File: src/rtl/id_ex_stage.sv
// Instruction decode and ID/EX pipeline register with load-use stall detection.
// Optional: define STALL_COUNT_EN to add a saturating o_stall_count port.
module id_ex_stage #(
  parameter int DATA_WIDTH = 32,
  parameter int PC_WIDTH   = 32
) (
  input  logic                  i_clock,
  input  logic                  i_reset,
  input  logic                  i_valid,
  input  logic [31:0]           i_instruction,
  input  logic [PC_WIDTH-1:0]   i_pc,
  input  logic                  i_flush,
  input  logic [DATA_WIDTH-1:0] i_regA,
  input  logic [DATA_WIDTH-1:0] i_regB,
  output logic [4:0]            o_rf_rs,
  output logic [4:0]            o_rf_rt,
  output logic                  o_stall,
  output logic                  o_valid,
  output logic [DATA_WIDTH-1:0] o_regA,
  output logic [DATA_WIDTH-1:0] o_regB,
  output logic [DATA_WIDTH-1:0] o_imm,
  output logic [4:0]            o_rs,
  output logic [4:0]            o_rt,
  output logic [4:0]            o_rd,
  output logic [PC_WIDTH-1:0]   o_pc,
  output logic                  o_regdst,
  output logic                  o_alusrc,
  output logic                  o_memread,
  output logic                  o_memwrite,
  output logic                  o_memtoreg,
  output logic                  o_regwrite,
  output logic                  o_branch,
  output logic [1:0]            o_aluop,
  output logic [5:0]            o_funct,
  output logic                  o_illegal
`ifdef STALL_COUNT_EN
  ,
  output logic [15:0]           o_stall_count
`endif
);

  typedef struct packed {
    logic       regdst;
    logic       alusrc;
    logic       memread;
    logic       memwrite;
    logic       memtoreg;
    logic       regwrite;
    logic       branch;
    logic [1:0] aluop;
  } ctrl_t;

  typedef struct packed {
    logic                  valid;
    logic [DATA_WIDTH-1:0] rega;
    logic [DATA_WIDTH-1:0] regb;
    logic [DATA_WIDTH-1:0] imm;
    logic [4:0]            rs;
    logic [4:0]            rt;
    logic [4:0]            rd;
    logic [PC_WIDTH-1:0]   pc;
    ctrl_t                 ctrl;
    logic [5:0]            funct;
    logic                  illegal;
  } idex_t;

  localparam logic [5:0] OP_RTYPE = 6'h00;
  localparam logic [5:0] OP_LW    = 6'h23;
  localparam logic [5:0] OP_SW    = 6'h2B;
  localparam logic [5:0] OP_BEQ   = 6'h04;
  localparam logic [5:0] OP_ADDI  = 6'h08;

  logic [5:0] opcode;
  logic [4:0] rs, rt;
  ctrl_t      dec;
  logic       known, uses_rt, hazard;
  idex_t      q, nxt;

  assign opcode  = i_instruction[31:26];
  assign rs      = i_instruction[25:21];
  assign rt      = i_instruction[20:16];
  assign o_rf_rs = rs;
  assign o_rf_rt = rt;

  always_comb begin
    dec     = '0;
    known   = 1'b1;
    uses_rt = 1'b0;
    case (opcode)
      OP_RTYPE: begin dec = '{1'b1, 1'b0, 1'b0, 1'b0, 1'b0, 1'b1, 1'b0, 2'b10}; uses_rt = 1'b1; end
      OP_LW:    dec = '{1'b0, 1'b1, 1'b1, 1'b0, 1'b1, 1'b1, 1'b0, 2'b00};
      OP_SW:    begin dec = '{1'b0, 1'b1, 1'b0, 1'b1, 1'b0, 1'b0, 1'b0, 2'b00}; uses_rt = 1'b1; end
      OP_BEQ:   begin dec = '{1'b0, 1'b0, 1'b0, 1'b0, 1'b0, 1'b0, 1'b1, 2'b01}; uses_rt = 1'b1; end
      OP_ADDI:  dec = '{1'b0, 1'b1, 1'b0, 1'b0, 1'b0, 1'b1, 1'b0, 2'b00};
      default:  known = 1'b0;
    endcase
  end

  // A load sitting in EX whose result the ID instruction reads; $0 never conflicts.
  assign hazard = i_valid & q.valid & q.ctrl.memread & (q.rt != 5'd0) &
                  ((q.rt == rs) | (uses_rt & (q.rt == rt)));
  assign o_stall = ~i_reset & ~i_flush & hazard;

  always_comb begin
    nxt = '0;
    if (!i_flush && !hazard) begin
      nxt.valid   = i_valid;
      nxt.rega    = i_regA;
      nxt.regb    = i_regB;
      nxt.imm     = {{(DATA_WIDTH-16){i_instruction[15]}}, i_instruction[15:0]};
      nxt.rs      = rs;
      nxt.rt      = rt;
      nxt.rd      = i_instruction[15:11];
      nxt.pc      = i_pc;
      nxt.ctrl    = i_valid ? dec : '0;
      nxt.funct   = i_instruction[5:0];
      nxt.illegal = i_valid & ~known;
    end
  end

  always_ff @(posedge i_clock or posedge i_reset) begin
    if (i_reset) q <= '0;
    else         q <= nxt;
  end

  assign o_valid    = q.valid;
  assign o_regA     = q.rega;
  assign o_regB     = q.regb;
  assign o_imm      = q.imm;
  assign o_rs       = q.rs;
  assign o_rt       = q.rt;
  assign o_rd       = q.rd;
  assign o_pc       = q.pc;
  assign o_regdst   = q.ctrl.regdst;
  assign o_alusrc   = q.ctrl.alusrc;
  assign o_memread  = q.ctrl.memread;
  assign o_memwrite = q.ctrl.memwrite;
  assign o_memtoreg = q.ctrl.memtoreg;
  assign o_regwrite = q.ctrl.regwrite;
  assign o_branch   = q.ctrl.branch;
  assign o_aluop    = q.ctrl.aluop;
  assign o_funct    = q.funct;
  assign o_illegal  = q.illegal;

`ifdef STALL_COUNT_EN
  always_ff @(posedge i_clock or posedge i_reset) begin
    if (i_reset)                            o_stall_count <= '0;
    else if (o_stall && o_stall_count != 16'hFFFF) o_stall_count <= o_stall_count + 16'd1;
  end
`endif

endmodule

File: config.mk
export PLATFORM = sky130hd
export DESIGN_NAME = id_ex_stage
export DESIGN_NICKNAME = d
export VERILOG_FILES = /design/src/rtl/id_ex_stage.sv
export SDC_FILE = /design/constraint.sdc
export NUM_CORES = 1
export LEC_CHECK = 0
export BUFFER_PORTS_ARGS = -buffer_cell sky130_fd_sc_hd__buf_2
export CAP_MARGIN = 25
export CORE_UTILIZATION = 25
export CTS_CLUSTER_SIZE = 40
export DETAILED_ROUTE_END_ITERATION = 8
export REMOVE_ABC_BUFFERS = 1
export SYNTH_ARGS = -nofsm -noshare
export SYNTH_HDL_FRONTEND = slang
export SYNTH_SLANG_ARGS = --single-unit
File: constraint.sdc
create_clock -name i_clock -period 4 [get_ports i_clock]
set_input_delay 0.2 -clock i_clock [delete_from_list [all_inputs] [get_ports i_clock]]
set_output_delay 0.2 -clock i_clock [all_outputs]
set_load 0.05 [all_outputs]
==> results.yml, run 1 <==
clocking:
  clkSinkCount: 130
  clockRootBuffer: "clkbuf_16"
  insertion_delay_ns: 0.41
  cts.clk_slew.worst_paths_ns: 0.05
  cts_resized: 0
  ctsHoldBuffers: 1
  tritoncts: "built"
  cts_setup_buffers: 0
  clockBufferDepth: 2
  htreeDepth: 4
  cts_made_buffers: 17
critical_path:
  worstSetupPathType: "primary input to output pin"
  cp.arrival_ns: 2.22
  critPathMaxFanout: 5
  crit_required_ns: 3.80
  end_kind: "output pin"
  path_cells: "dlygate4sd3_1 > buf_2 > or4_1 > o21a_1 > nor3_1 > o21a_1 > buf_2"
  max_stage_delay_ns: 0.54
  crit_slowest_cell: "or4_1"
  crit_path_start_kind: "primary input"
synth:
  synth.cell_area_sq_mm: 0.00535
  synth_area_leader_cell: "dfrtp_1"
  ys_seq_area_share_pct: 60.8
  yosysTopAreaCellShare_pct: 60.8
  synth_top_family_by_area: "simple AND/OR/NAND/NOR gates"
  synth_area_per_cell_sq_um: 14.0
  synth_cell_types: 25
  synth_xor_area_share_pct: 1.64
  synth_compound_area_share_pct: 0.866
  ys_warn_count: 0
  yosys.area_share.simple_pct: 26.6
  synth_area_leaders: "dfrtp_1 61%, nor4b_1 15%, nor4b_2 8.4%, buf_4 5.8%, buf_2 1.8%"
  synth-seq-cells: 130
  synthAdderAreaFrac_pct: 0
  synthCells: 381
  synthMuxAreaShare_pct: 0
die:
  fp.dieW_um: 148
  chipHeight_um: 148
  start_util_pct: 25.4
  pin_count: 303
  die_area_sq_mm: 0.0220
  num_rows: 53
  core_area_sq_mm: 0.0210
grt:
  grt_overflow: 0
  track_usage_pct: 13.7
  antenna_found_initial: 0
  grt_pass1_wl_um: 22900
  grt_max_degree: 95
  grt_pass1_vias: 3989
finish:
  fin_nets: 760
  multiInputGateArea_sq_mm: 0.00157
  nFillCells: 2077
  fin_cells: 915
  regArea_sq_mm: 0.00325
  drive_above_1_share_pct: 58.1
  insertedDiodeCount: 0
  syn_to_final_growth_pct: 38.1
sta:
  min_period_over_period_pct: 60.5
  rsz0062_at_grt: "no"
  clock_skew_ns: 0.00956
  tightest_slew_ns: 0.948
  max-slew-margin-rel_pct: 36.8
  post-route-min-period_ns: 2.42
  finalSetupViolCount: 0
  maxSlewViolCount: 0
  fmax_ghz: 0.413
  finalHoldViolations: 24
  hold_slack_ns: -0.0743
routing:
  drtAntennaViolNets: 0
  vias: 4070
  wl_met1_um: 6390
  drt-initial-drc-count: 132
  wl_met2_um: 7580
  wl_per_cell_um: 16.6
  wl_um: 15200
  met3_length_um: 944
  avgViaCountPerCell: 4.45
  drt-pass1-iter-count: 6
  highest_layer: "met4"
  drc: 0
power:
  leakagePower_nw: 3.68
  powerDensity_mw_per_mm2: 487
  pwr-share-comb_pct: 16.8
  p_sw_w: 0.00103
  clkPwrFrac_pct: 44.3
  p_sw_share_pct: 28.5
  p_int_w: 0.00257
  pwr-share-seq_pct: 38.9
  ir_worst_vdd_mv: 0.251
outcome:
  status: "finished with violations"
  violations: "negative hold slack"
flow_run:
  drv_cap: 0
place:
  hpwl_um: 10300
  place.gp.congestion: 0.759
  place_inst: 883
  port_buffers: 302
hold_path:
  hold_path.class: "primary input to async pin"
[per-stage QoR]
| stage | power (W) | setup WS [ns] | utilization, % | TNS [ns] | cell area, sq um |
|---|---|---|---|---|---|
| floorplan | 0.00181 | -8.64 | - | -1114.72 | 4820 |
| global placement | 0.00203 | 1.56 | 32.2 | 0 | 6770 |
| detailed placement | 0.00203 | 1.60 | 32.2 | 0 | 6770 |
| CTS | 0.00366 | 1.59 | 35.1 | 0 | 7380 |
| global route | 0.00374 | 1.46 | 35.1 | 0 | 7380 |
| finish | 0.00360 | 1.58 | 35.1 | 0 | 7380 |
[synth_stat cells]
master / n
a2111oi_0: 1
a211o_1: 1
and3_1: 1
buf_2: 19
buf_4: 41
buf_6: 6
clkbuf_1: 16
dfrtp_1: 130
inv_1: 2
nand2_1: 2
nand2b_1: 2
nand3_1: 2
nand4_1: 2
nor2_1: 3
nor3_1: 7
nor4_1: 5
nor4b_1: 92
nor4b_2: 30
o21a_1: 2
o21ai_0: 1
o21ai_2: 1
or3_1: 1
or4_1: 3
or4b_2: 1
xnor2_1: 10
[layout make-up]
cell class | count | area share, %
timing repair buffer | 310 | 21.7
inverter | 2 | 0.169
clock inverter | 8 | 1.73
tap | 275 | 4.66
multi-input combinational | 167 | 21.2
clock buffer | 23 | 6.47
sequential | 130 | 44.1
[worst paths after layout]
| path | start | endpoint | slack (ns) | depth (start not counted) |
|---|---|---|---|---|
| min reg2reg | o_rt[0] | o_aluop[1] | 0.78 | 3 |
| max reg2reg | o_rt[1] | o_imm[6] | 1.66 | 5 |
| min in group i_clock | i_instruction[15] | o_imm[30] | 0.04 | 2 |
| max in group asynchronous | i_reset | o_regB[27] | 3.02 | 3 |
| min | i_reset | o_rs[2] | -0.07 | 2 |
| max | i_instruction[29] | o_stall | 1.58 | 7 |
[layer usage]
metal,up-vias,global-route usage (%)
li1,1862,-
met1,2020,16.3
met2,170,22.9
met3,18,4.20
met4,0,5.41
met5,-,0
[critical path: cells and delay by family]
family	cells	cell delay [ns]
AO/OA/AOI/OAI	2	0.31
buffers and inverters	3	0.94
AND/OR/NAND/NOR	2	0.76
[logic make-up after synthesis]
| group | after synthesis |
|---|---|
| compound gates | 6 |
| xor+xnor | 10 |
| buf+inv | 84 |
| flops | 130 |
| simple gates | 151 |
[registers in the layout (all words and copies together) (netlist names), 2 cells and up]
| signal | cells |
|---|---|
| o_rs | 5 |
| o_aluop | 2 |
| o_pc | 32 |
| o_regB | 32 |
| o_rt | 5 |
| o_regA | 32 |
| o_rd | 4 |
| o_imm | 7 |
| o_funct | 5 |
[power by group through the flow]
stage	combinational [W]	clock, W	sequential (W)
floorplan	0.0000961	0	0.00171
global placement	0.000606	0	0.00142
detailed placement	0.000608	0	0.00142
CTS	0.000610	0.00165	0.00140
global route	0.000637	0.00170	0.00141
finish	0.000603	0.00160	0.00140
[placed cells by master, fill, tap and decap left out]
master	netlist	routed
buf_12	0	2
dlygate4sd3_1	0	1
clkbuf_8	0	3
inv_6	0	1
o21ai_0	1	1
a2111oi_0	1	1
or4b_2	1	1
dfrtp_1	130	130
inv_1	2	1
nor3_2	0	1
clkbuf_1	16	3
a211o_1	1	1
nor4b_1	92	92
clkinvlp_4	0	2
nor4_2	0	1
and3_1	1	1
bufinv_16	0	3
nand2_1	2	2
o21ai_2	1	1
or4_1	3	3
nor2_1	3	3
or3_1	1	1
nand2b_1	2	2
nand3_1	2	2
nor4_1	5	4
clkbuf_16	0	17
clkinv_2	0	1
buf_4	41	6
xnor2_1	10	10
o21a_1	2	2
nand4_1	2	2
buf_2	19	301
nor4b_2	30	30
nor3_1	7	6
clkinv_4	0	2
Power figures use the tool's default switching activity.
==> inputs of run 2 (changes only) <==
--- a/config.mk
+++ b/config.mk
@@ -5,6 +5,7 @@
 export SDC_FILE = /design/constraint.sdc
 export NUM_CORES = 1
 export LEC_CHECK = 0
+export ABC_AREA = 1
 export BUFFER_PORTS_ARGS = -buffer_cell sky130_fd_sc_hd__buf_2
 export CAP_MARGIN = 25
 export CORE_UTILIZATION = 25
==> constraint.sdc (replaced) <==
create_clock -name i_clock -period 2.2 [get_ports i_clock]
set_input_delay 0.11 -clock i_clock [delete_from_list [all_inputs] [get_ports i_clock]]
set_output_delay 0.11 -clock i_clock [all_outputs]
set_load 0.05 [all_outputs]
==> run 2 against run 1 <==
Net effect: the run now ends clean; critical endpoint unchanged; highest routed layer unchanged; clock power rose by 77%; sequential share of layout area fell by 4.9 points; global-route usage fell by 0.30 points; worst hold slack improved by 0.12 ns; clock-buffer cell count fell by 4; clock skew fell by 0.00068 ns; critical path depth rose by 3.
==> results.yml, run 2 <==
outcome:
  status: "completed"
synth:
  synth-seq-cells: 130
  yosysTopAreaCellShare_pct: 65.7
  synth_ff_type: "dfrtp_1"
  synth_cell_types: 18
  async_reset_ff_share_pct: 100
  synth_edf_count: 0
  ys_warn_count: 0
  synth.most_common_cell: "nor2_1"
  ys_top_cells_by_count: "142 x nor2_1, 130 x dfrtp_1, 130 x inv_1, 40 x buf_4, 23 x nand2_1"
  synth_area_leader_cell: "dfrtp_1"
  synth_area_leaders: "dfrtp_1 66%, nor2_1 11%, inv_1 9.9%, buf_4 6.1%, buf_6 2.5%"
  synthCells: 504
  ys_seq_area_share_pct: 65.7
  synth.cell_area_sq_mm: 0.00495
  synth_area_per_cell_sq_um: 9.82
routing:
  drtAntennaViolNets: 0
  avgViaCountPerCell: 3.66
  wl_per_cell_um: 11.7
  drt-initial-drc-count: 172
  drc: 0
  vias: 4311
  wl_um: 13800
  drt-pass1-iter-count: 4
finish:
  finalCoreUtilization_pct: 42.6
  insertedDiodeCount: 0
  nFillCells: 1844
  fin_nets: 1032
  final_common_cell: "buf_2"
  syn_to_final_growth_pct: 67.6
  final_cell_mix: "302 x buf_2, 142 x nor2_1, 130 x dfrtp_1"
  drive_above_1_share_pct: 37.6
  final_area_sq_mm: 0.00830
critical_path:
  end_kind: "output pin"
  max_stage_delay_ns: 0.54
  cp_num_cells: 10
  reg2reg_depth: 8
  cp.arrival_ns: 1.88
  worst_path_dominant_cell_family: "buffers and inverters"
  crit_slowest_cell: "dlygate4sd3_1"
  crit_required_ns: 2.09
  worst_path_most_repeated_cell: "nand2_1"
  crit_path_start_kind: "primary input"
  path_cells: "dlygate4sd3_1 > buf_2 > nor2_1 > nand3_1 > nand2_1 > nand2_1 > o21ai_1 > nand2_1 > nor2_1 > buf_2"
  critPathBufInv: 3
  worstSetupPathType: "primary input to output pin"
  r2r_setup_slack_ns: 0.54
  critPathMaxFanout: 3
die:
  num_rows: 51
  start_util_pct: 25.4
  core_area_sq_mm: 0.0195
  chipHeight_um: 143
  pin_count: 303
  die_area_sq_mm: 0.0204
  fp.dieW_um: 143
clocking:
  cts_made_buffers: 17
  clkSinkCount: 130
  insertion_delay_ns: 0.40
  cts_resized: 0
  clockRootBuffer: "clkbuf_16"
  clockBufferDepth: 2
  htreeDepth: 4
  tritoncts: "built"
  cts.clk_slew.worst_paths_ns: 0.06
grt:
  grt_max_degree: 88
  grt_pass1_wl_um: 20700
  grt_overflow: 0
  grtUsageMet2_pct: 23.9
  antenna_found_initial: 0
  grt.met1_usage_pct: 14.5
  top_usage_layer: "met2"
  grt_pass1_vias: 4301
  grtUsageMet3_pct: 4.66
  track_usage_pct: 13.4
place:
  place.gp.congestion: 0.754
  hpwl_um: 8920
  place_area_sq_mm: 0.00644
  port_buffers: 302
sta:
  tightest_slew_ns: 0.487
  max-slew-margin-rel_pct: 67.5
  setup_tns_ns: 0
  clock_skew_ns: 0.00888
  rsz0062_at_grt: "no"
  post-route-min-period_ns: 1.99
  min_period_over_period_pct: 90.6
  finalSetupViolCount: 0
  maxSlewViolCount: 0
  finalHoldViolations: 0
  fmax_ghz: 0.502
hold_path:
  holdPathStages: 4
  hold_path.class: "primary input to flip-flop"
power:
  ir_worst_vdd_mv: 0.466
  leakagePower_nw: 4.95
  powerDensity_mw_per_mm2: 801
flow_run:
  drv_cap: 0
==> run 2: changes by cell type after synthesis, sizes merged, moves of 3 or more <==
cell	change
xnor2	-8
inv	+131
clkbuf	-15
buf	-12
nor2	+140
nor3	-7
nand2	+22
nor4	-5
or4	-3
xor2	+4
nor4b	-122
nand3	+4
==> run 2: area by class of cell <==
type                            count  area, sq um  area share [%]
Tap cell                          265          332            4.00
Sequential cell                   130         3250            39.2
Timing Repair Buffer              432         2850            34.4
Clock buffer                       19          443            5.34
Multi-Input combinational cell    186          761            9.17
Inverter                          133          504            6.08
Clock inverter                     13          151            1.82
==> run 2: cell families (layout without fill, tap and decap cells) <==
group	Yosys count	after routing	synth area share (%)
compound gates	2	2	0.202
xor+xnor	6	6	1.06
buf+inv	188	597	19.0
flops	130	130	65.7
simple gates	178	178	14.0
==> run 2: metrics by stage <==
stage,hold slack (ns),power [W],worst slack (ns),std cells
after floorplan,0.216,0.00329,-3.56,449
after global placement,0.164,0.00368,0.537,1020
after detailed placement,0.167,0.00368,0.527,1020
after CTS,0.0225,0.00676,0.209,1178
after global routing,0.0516,0.00695,0.0400,1178
final,0.0497,0.00665,0.208,1178
==> run 2: worst paths after layout <==
| kind | startpoint | end |
|---|---|---|
| min | i_instruction[29] | o_memread |
| max reg2reg | o_rt[1] | o_regA[28] |
| min reg2reg | o_valid | o_regB[27] |
| min in group asynchronous | i_reset | o_regA[6] |
| max in group asynchronous | i_reset | o_regA[8] |
| max | i_instruction[30] | o_stall |
==> run 2: timing repair <==
item | in CTS | in global routing
setup buffers | 0 | 0
endpoints found under the setup margin | 0 | 0
endpoints found under the hold margin | 171 | 0
hold buffers | 126 | 0
==> run 2: tightest hold or removal path, cell delays in order <==
cell	delay, ns
buf_2	0.09
nor2_1	0.06
nand4_1	0.10
nor2_1	0.05
==> run 2: per-layer routing <==
layer | part of all wire, % | vias up
li1 | - | 2154
met1 | 41 | 1977
met2 | 52 | 171
met3 | 6.3 | 9
met4 | 1.4 | 0
met5 | 0 | -
==> run 2: power breakdown <==
group	leakage (nW)	internal (W)	switching, W
clock network	0.283	0.00172	0.00111
registers	1.68	0.00251	0.0000385
logic	2.98	0.000403	0.000864
total	4.95	0.00463	0.00201
